File: config.mk
export PLATFORM = sky130hd
export DESIGN_NAME = instruction_fetch_flat
export DESIGN_NICKNAME = d
export VERILOG_FILES = /design/src/rtl/mips32_fetch_pkg.sv /design/src/rtl/instruction_fetch_if.sv /design/src/rtl/instruction_fetch_next_pc.sv /design/src/rtl/instruction_fetch.sv /design/src/flat_wrapper.sv
export SDC_FILE = /design/constraint.sdc
export NUM_CORES = 1
export LEC_CHECK = 0
export CORE_MARGIN = 5
export CORE_UTILIZATION = 47
export CTS_CLUSTER_DIAMETER = 40
export DETAILED_ROUTE_END_ITERATION = 10
export GPL_TIMING_DRIVEN = 1
export PLACE_DENSITY = 0.94
export SYNTH_ARGS = -nofsm -noshare
export SYNTH_HDL_FRONTEND = slang
export SYNTH_HIERARCHICAL = 1
export SYNTH_SLANG_ARGS = --single-unit
File: constraint.sdc
create_clock -name clk -period 4 [get_ports clk]
set_clock_uncertainty 0.05 [all_clocks]
set_input_delay 0.8 -clock clk [delete_from_list [all_inputs] [get_ports clk]]
set_output_delay 0.8 -clock clk [all_outputs]
set_load 0.1 [all_outputs]
File: src/rtl/mips32_fetch_pkg.sv
// Shared definitions for the MIPS32 fetch stage: FSM states, reset PC and
// instruction field bit positions.
package mips32_fetch_pkg;

    typedef enum logic [1:0] {
        ST_IDLE  = 2'd0,
        ST_FETCH = 2'd1,
        ST_EXEC  = 2'd2,
        ST_HALT  = 2'd3
    } fetch_state_t;

    // MIPS text segment base
    localparam logic [31:0] DEFAULT_RESET_PC = 32'h0040_0000;

    localparam int OPC_MSB    = 31;
    localparam int OPC_LSB    = 26;
    localparam int RS_MSB     = 25;
    localparam int RS_LSB     = 21;
    localparam int RT_MSB     = 20;
    localparam int RT_LSB     = 16;
    localparam int RD_MSB     = 15;
    localparam int RD_LSB     = 11;
    localparam int FUNC_MSB   = 5;
    localparam int FUNC_LSB   = 0;
    localparam int IMM_MSB    = 15;
    localparam int IMM_LSB    = 0;
    localparam int TARGET_MSB = 25;
    localparam int TARGET_LSB = 0;

    // Branch displacement: sign-extended word offset converted to bytes.
    function automatic logic [31:0] branch_offset(input logic [15:0] imm);
        return {{14{imm[15]}}, imm, 2'b00};
    endfunction

endpackage

File: src/rtl/instruction_fetch_if.sv
// Instruction memory request/acknowledge bus between the fetch stage and imem.
interface instruction_fetch_if;
    logic        req;
    logic [31:0] addr;
    logic        ack;
    logic [31:0] rdata;

    modport master (output req, output addr, input ack, input rdata);
    modport slave  (input req, input addr, output ack, output rdata);
endinterface

File: src/rtl/instruction_fetch_next_pc.sv
// Combinational next-PC selection: jump, taken conditional branch, or sequential.
module next_pc
    import mips32_fetch_pkg::*;
(
    input  logic [31:0] pc_plus4,
    input  logic [15:0] imm16,
    input  logic [25:0] target26,
    input  logic        is_jmp,
    input  logic        is_beq,
    input  logic        is_bne,
    input  logic        alu_zero,
    output logic [31:0] next_pc
);

    logic branch_taken;

    // beq and bne may both be raised; either condition alone takes the branch
    assign branch_taken = (is_beq & alu_zero) | (is_bne & ~alu_zero);

    always_comb begin
        next_pc = pc_plus4;
        if (is_jmp) begin
            next_pc = {pc_plus4[31:28], target26, 2'b00};
        end else if (branch_taken) begin
            next_pc = pc_plus4 + branch_offset(imm16);
        end
    end

endmodule

File: src/rtl/instruction_fetch.sv
// Multi-cycle MIPS32 fetch stage: holds the PC, fetches over a req/ack bus,
// exposes decoded fields during EXEC and advances the PC from control inputs.
module instruction_fetch
    import mips32_fetch_pkg::*;
#(
    parameter logic [31:0] RESET_PC = DEFAULT_RESET_PC
) (
    input  logic                clk,
    input  logic                rst,
    instruction_fetch_if.master imem,
    output logic [5:0]          opc,
    output logic [5:0]          func,
    output logic [4:0]          rs,
    output logic [4:0]          rt,
    output logic [4:0]          rd,
    output logic [15:0]         imm16,
    output logic                instr_valid,
    output logic [31:0]         pc,
    output logic [31:0]         pc_plus4,
    input  logic                is_jmp,
    input  logic                is_beq,
    input  logic                is_bne,
    input  logic                alu_zero,
    input  logic                inv_opcode,
    input  logic                exec_stall,
    output logic                halted
);

    fetch_state_t state_reg, state_next;
    logic [31:0]  pc_reg, pc_next;
    logic [31:0]  ir_reg, ir_next;
    logic [31:0]  next_pc_value;

    always_ff @(posedge clk) begin
        if (rst) begin
            state_reg <= ST_IDLE;
            pc_reg    <= RESET_PC;
            ir_reg    <= '0;
        end else begin
            state_reg <= state_next;
            pc_reg    <= pc_next;
            ir_reg    <= ir_next;
        end
    end

    // imem_ack is only looked at in FETCH; a stray ack elsewhere is dropped
    always_comb begin
        state_next = state_reg;
        pc_next    = pc_reg;
        ir_next    = ir_reg;
        case (state_reg)
            ST_IDLE:  state_next = ST_FETCH;
            ST_FETCH: begin
                if (imem.ack) begin
                    ir_next    = imem.rdata;
                    state_next = ST_EXEC;
                end
            end
            ST_EXEC: begin
                if (inv_opcode) begin
                    state_next = ST_HALT;
                end else if (!exec_stall) begin
                    pc_next    = next_pc_value;
                    state_next = ST_FETCH;
                end
            end
            default:  state_next = ST_HALT;
        endcase
    end

    always_comb begin
        imem.req    = (state_reg == ST_FETCH);
        imem.addr   = pc_reg;
        instr_valid = (state_reg == ST_EXEC);
        halted      = (state_reg == ST_HALT);
    end

    assign pc       = pc_reg;
    assign pc_plus4 = pc_reg + 32'd4;

    assign opc   = ir_reg[OPC_MSB:OPC_LSB];
    assign func  = ir_reg[FUNC_MSB:FUNC_LSB];
    assign rs    = ir_reg[RS_MSB:RS_LSB];
    assign rt    = ir_reg[RT_MSB:RT_LSB];
    assign rd    = ir_reg[RD_MSB:RD_LSB];
    assign imm16 = ir_reg[IMM_MSB:IMM_LSB];

    next_pc u_next_pc (
        .pc_plus4 (pc_plus4),
        .imm16    (ir_reg[IMM_MSB:IMM_LSB]),
        .target26 (ir_reg[TARGET_MSB:TARGET_LSB]),
        .is_jmp   (is_jmp),
        .is_beq   (is_beq),
        .is_bne   (is_bne),
        .alu_zero (alu_zero),
        .next_pc  (next_pc_value)
    );

endmodule

File: src/flat_wrapper.sv
// flat-port wrapper written by rule: the top's interface ports become plain ports
module instruction_fetch_flat import mips32_fetch_pkg::*;
#(
    parameter logic [31:0] RESET_PC = DEFAULT_RESET_PC
)
  (clk, rst, opc, func, rs, rt, rd, imm16, instr_valid, pc, pc_plus4, is_jmp, is_beq, is_bne, alu_zero, inv_opcode, exec_stall, halted, imem_req, imem_addr, imem_ack, imem_rdata);
  instruction_fetch_if imem_i ();
  input  logic clk;
  input  logic rst;
  output logic [5:0] opc;
  output logic [5:0] func;
  output logic [4:0] rs;
  output logic [4:0] rt;
  output logic [4:0] rd;
  output logic [15:0] imm16;
  output logic instr_valid;
  output logic [31:0] pc;
  output logic [31:0] pc_plus4;
  input  logic is_jmp;
  input  logic is_beq;
  input  logic is_bne;
  input  logic alu_zero;
  input  logic inv_opcode;
  input  logic exec_stall;
  output logic halted;
  output wire logic [$bits(imem_i.req)-1:0] imem_req;
  output wire logic [$bits(imem_i.addr)-1:0] imem_addr;
  input wire logic [$bits(imem_i.ack)-1:0] imem_ack;
  input wire logic [$bits(imem_i.rdata)-1:0] imem_rdata;
  assign imem_req = imem_i.req;
  assign imem_addr = imem_i.addr;
  assign imem_i.ack = imem_ack;
  assign imem_i.rdata = imem_rdata;
  instruction_fetch #(.RESET_PC(RESET_PC)) u_core (.clk(clk), .rst(rst), .imem(imem_i), .opc(opc), .func(func), .rs(rs), .rt(rt), .rd(rd), .imm16(imm16), .instr_valid(instr_valid), .pc(pc), .pc_plus4(pc_plus4), .is_jmp(is_jmp), .is_beq(is_beq), .is_bne(is_bne), .alu_zero(alu_zero), .inv_opcode(inv_opcode), .exec_stall(exec_stall), .halted(halted));
endmodule
Word-level counts from Yosys, hierarchy flattened
Index checks and enable logic that the tools add are counted.

operators by class
  equal/unequal tests = 5
  bitwise logic cells = 6
  add/sub/neg operators = 2
  muxes and demuxes = 6
  reduce and logical (&&, ||, !) cells = 4

operator list
  cell                   count
  $mux 32                2
  $add 32x3->32 const B  1
  $add 32x32->32         1
  $mux 2                 3
  $pmux 2 s3             1
  $eq 2x2->1 const B     2
  $reduce_and 2->1       2
  $ne 3x3->1 const B     1
  $not 1->1              3
  $reduce_and 3->1       1
  $and 1x1->1            2
  $eq 2x1->1 const B     1
  $logic_not 2->1        1
  $ne 2x1->1 const B     1
  $or 1x1->1             1

word-level totals
  register bits after elaboration = 66
  logic and storage cells = 26
  output and inout port bits = 142
  input port bits = 41

Logic depth before layout (Yosys ltp)
  word-level depth = 5
  depth in mapped cells = 18
  gate-level depth less buffers = 16

By module
Netlist, hierarchy kept.

by module, submodules not included
  module             cells each  sequential area each (µm²)  area an instance (µm²)  instances
  instruction_fetch  431         1,321.3                     3,286.9                 1
  next_pc            327         0.0                         2,229.6                 1

Least setup slack after synthesis
No wires, ideal clock.

  kind = register to register
  from = register u_core.pc_reg[2], in the netlist u_core/imem.addr[2]
  to = register u_core.pc_reg[27], in the netlist u_core/imem.addr[27]
  arrival = 5,911 ps
  clock period less this slack = 6,094 ps
  path buffers = 1
  slack = -2,094 ps
  library setup time = 132 ps
  required time = 3,818 ps
  cell stages (with the launch flop) = 18
  cell sequence = dfxtp_1 > ha_1 > nand3_1 > nor4_1 > nand3_1 > xnor2_1 > ha_1 > buf_6 > a21o_1 > o21bai_4 > a211oi_1 > nor3_1 > a211oi_4 > o21ai_2 > or3_1 > and3_1 > nand2_1 > a21oi_1

on the way
  longest elaborated chain between the ends = 4

RTL lines
  element                       RTL line                         text
  start: declaration            instruction_fetch.sv:30          logic [31:0] pc_reg, pc_next;
  start signal: assignment      instruction_fetch.sv:41          pc_reg <= pc_next;
  $add 32x3->32                 instruction_fetch.sv:79          assign pc_plus4 = pc_reg + 32'd4;
  net pc_plus4[18]              flat_wrapper.sv:18               output logic [31:0] pc_plus4;
  $add 32x32->32                instruction_fetch_next_pc.sv:25  next_pc = pc_plus4 + branch_offset(imm16);
  $mux 32                       instruction_fetch_next_pc.sv:24  end else if (branch_taken) begin
  $mux 32                       instruction_fetch_next_pc.sv:22  if (is_jmp) begin
  net u_core.next_pc_value[27]  instruction_fetch.sv:32          logic [31:0] next_pc_value;

The timed path passes the listed nets, and every way through them passes these cells.
A chain may end at the register's enable or synchronous reset.

Worst setup path in the final report
  from = register u_core.pc_reg[14], in the netlist u_core/imem.addr[14]
  to = register u_core.pc_reg[31], in the netlist u_core/imem.addr[31]

on the way
  longest elaborated chain between the ends = 4

RTL lines
  element                       RTL line
  $add 32x3->32 *               instruction_fetch.sv:79
  $add 32x32->32                instruction_fetch_next_pc.sv:25
  $mux 32                       instruction_fetch_next_pc.sv:24
  $mux 32 *                     instruction_fetch_next_pc.sv:22
  net u_core.next_pc_value[31]  instruction_fetch.sv:32

Mark *: on every way through the listed nets, which the timed path passes. The rest lies on a longest branch.

==> key figures <==
Yosys
  – Synth Instances: 758
  – Cell Area, Synth: 5520 um^2
  – Synthesized area per cell: 7.28 um^2
  – Distinct cells, synth: 70
  – Synth Register Bits: 66
  – Post-synth EDFFs: 0
  – Syn nets: 830
  – Seq/Total Area, Yosys: 0.240
  – Synth Flop Type: dfxtp_1
  – Synth warnings: 6
  – Post-synth ARST share: 0

Layout
  – Nets: 959
  – Most used cells in the layout excluding fill and tap cells: nand2_1 (179), clkdlybuf4s50_1 (151), a21oi_1 (103)
  – Final Non-Filler Cells: 1035
  – Commonest non-fill, non-tap cell in the layout: nand2_1
  – Share of layout cells above drive strength 1: 0.200
  – Layout area overhead: 47.0%
  – Util after Layout: 0.707
  – Number of diodes: 0

Clock network
  – # hold bufs at CTS: 0
  – CTS Buffer Depth: 2
  – H-tree level count: 3
  – Clock transition at path regs: 60 ps
  – Clock Latency Late Sink: 330 ps
  – CTS tree: done
  – Num CTS Buffers: 9
  – Root Buffer: clkbuf_16
  – Clock sink count: 66

Routing
  – Drt initial violations: 710
  – Top routing layer used: met4
  – Vias: 6206
  – Drt first pass iters: 6
  – DRT antenna net count: 0
  – Drt drc: 0
  – Final WL: 20.3 mm
  – M1 wire length: 8.22 mm
  – Routed len/inst: 19.7 um
  – DR WL met2: 9.47 mm
  – Via density: 6.00
  – Met3 wire len: 2.17 mm

Placement
  – Port buffer count: 182
  – Post-DP HPWL: 15.1 mm
  – Placed cell count: 1016
  – RePlAce Congestion: 1.00
  – Dpl ws: 158 ps

Timing
  – Fin crit share: 0.985
  – Final Critical Period: 3940 ps
  – Setup TNS: 0 ps
  – Final worst setup slack: 60.0 ps
  – Hold WS: 403 ps
  – Final count of hold timing violations: 0
  – Setup-failing EPs final: 0
  – Fmax: 254 MHz
  – RSZ-0062 raised after global routing: true
  – Pins Over Slew Limit: 0
  – Max_slew headroom: 0.300
  – Worst-Margin Slew: 1050 ps

Global route
  – Vias in the first global route: 5834
  – Overall routing resource usage: 0.275
  – GR Overflow Total: 0
  – Largest net degree at the start of global routing: 47
  – First-pass GRT wire length: 31.7 mm
  – Initial antenna violation count: 0

Floorplan
  – # rows: 39
  – Core area: 11500 um^2
  – Initial Util: 0.481
  – Die width: 118 um
  – IO Count: 183
  – Die height: 118 um
  – Die Area: 14000 um^2

Setup path
  – Crit-path max FO: 12
  – Worst reg-to-reg setup slack: 60 ps
  – Worst Path Required: 4190 ps
  – Crit Path Category: reg2reg
  – CP max-delay cell: or4_4
  – Critical path startpoint category: flip-flop
  – Worst path max stage delay: 610 ps
  – Crit end category: flip-flop
  – Cells along the critical path: nand4_4, or4_4, buf_12, nor4_4, xor2_4, ha_2, and2_4, a21oi_2, nor3_2, a211oi_4, buf_4, o2111a_1, a211o_1, o31ai_2, nand2_1, a21oi_1
  – WP data arrival: 4130 ps

Hold path
  – HP Class: reg2reg

Power
  – PwrDens: 257 nW/um^2
  – Worst VDD drop: 0.000219 V
  – Pleak: 3.07 nW

Run
  – Max cap viols: 0

Run status
  – Outcome: completed
[power by group]
part | internal (W) | switching [W] | leakage [nW]
logic | 0.000142 | 0.000348 | 2.34
registers | 0.000666 | 0.0000262 | 0.553
clock network | 0.000594 | 0.000304 | 0.170
[synthesized netlist by cell type (2+ instances only)]
cell type,number,area share
a211oi_1,4,0.0054
nand2_1,183,0.12
buf_4,45,0.061
a221oi_1,2,0.0032
o211ai_1,8,0.011
clkbuf_1,30,0.020
mux2_2,5,0.010
o22ai_1,2,0.0023
dfxtp_1,66,0.24
inv_1,14,0.0095
o21a_1,12,0.016
or2_2,3,0.0034
xor2_1,30,0.048
o31ai_2,2,0.0045
and3_1,6,0.0068
a31o_2,2,0.0032
nor3_1,14,0.013
or3_1,4,0.0045
and2_1,4,0.0045
nand4_1,8,0.0091
a21o_1,3,0.0041
nor4_1,6,0.0068
nor3_2,3,0.0054
ha_1,30,0.068
nand3_1,19,0.017
a311oi_1,3,0.0048
mux2i_1,4,0.0073
and4_1,4,0.0063
nor4_2,7,0.016
nand3b_1,2,0.0027
o311ai_0,2,0.0032
nor2b_1,7,0.0079
o21bai_1,3,0.0041
a21oi_1,106,0.096
a221o_1,2,0.0036
a21boi_0,3,0.0041
a31oi_1,4,0.0045
o31ai_1,2,0.0027
o21ai_0,26,0.024
a2bb2oi_1,2,0.0032
buf_6,4,0.0082
nor2_1,25,0.017
xnor2_1,20,0.032
[critical path, delay by kind of cell (launching register included)]
family,cells,cell delay [ps]
AO/OA/AOI/OAI,6,880
XOR/XNOR,1,130
adder cells (fa/ha/maj),1,410
buffers and inverters,2,350
flip-flops,1,420
AND/OR/NAND/NOR,6,1610
[metal layers]
| metal | up-vias | GRT usage |
|---|---|---|
| met5 | - | 0 |
| met1 | 2862 | 0.371 |
| met3 | 52 | 0.0573 |
| met4 | 0 | 0.0789 |
| met2 | 411 | 0.445 |
| li1 | 2881 | - |
[layout make-up]
| class | count | area (um^2) |
|---|---|---|
| clock buffer | 14 | 307 |
| timing repair buffer | 199 | 1880 |
| tap | 143 | 179 |
| clock inverter | 2 | 36.3 |
| inverter | 15 | 56.3 |
| multi-input combinational | 596 | 4250 |
| fill | 822 | 3360 |
| sequential | 66 | 1400 |
[logic make-up (layout without fill, tap and decap cells)]
group,after synthesis,in the layout,synth area share
mux,9,9,0.0175
buf+inv,96,230,0.103
xor+xnor,50,50,0.0794
compound gates,203,203,0.231
fa+ha+maj,31,31,0.0717
simple gates,303,303,0.259
flops,66,66,0.240
[final timing paths]
check,from,end,cells past startpoint
setup / recovery,u_core/imem.addr[14]$_SDFFE_PP0P_,u_core/imem.addr[31]$_SDFFE_PP0P_,16
hold / removal,u_core/ir_reg[30]$_SDFFE_PP0P_,u_core/ir_reg[30]$_SDFFE_PP0P_,2
hold reg to reg,u_core/ir_reg[30]$_SDFFE_PP0P_,u_core/ir_reg[30]$_SDFFE_PP0P_,2
setup reg to reg,u_core/imem.addr[14]$_SDFFE_PP0P_,u_core/imem.addr[31]$_SDFFE_PP0P_,16
[per-stage QoR]
step                      total power (W)  cell area (um^2)
final                             0.00208              8110
after global routing              0.00214              8110
after CTS                         0.00208              8040
after detailed placement          0.00119              7690
after global placement            0.00118              7690
after floorplan                   0.00106              6180
[what timing repair did]
action,in CTS,in global routing
setup endpoints to repair,0,6
buffers inserted,0,3
gates resized for setup,0,8
(Power assumes the default switching activity.)
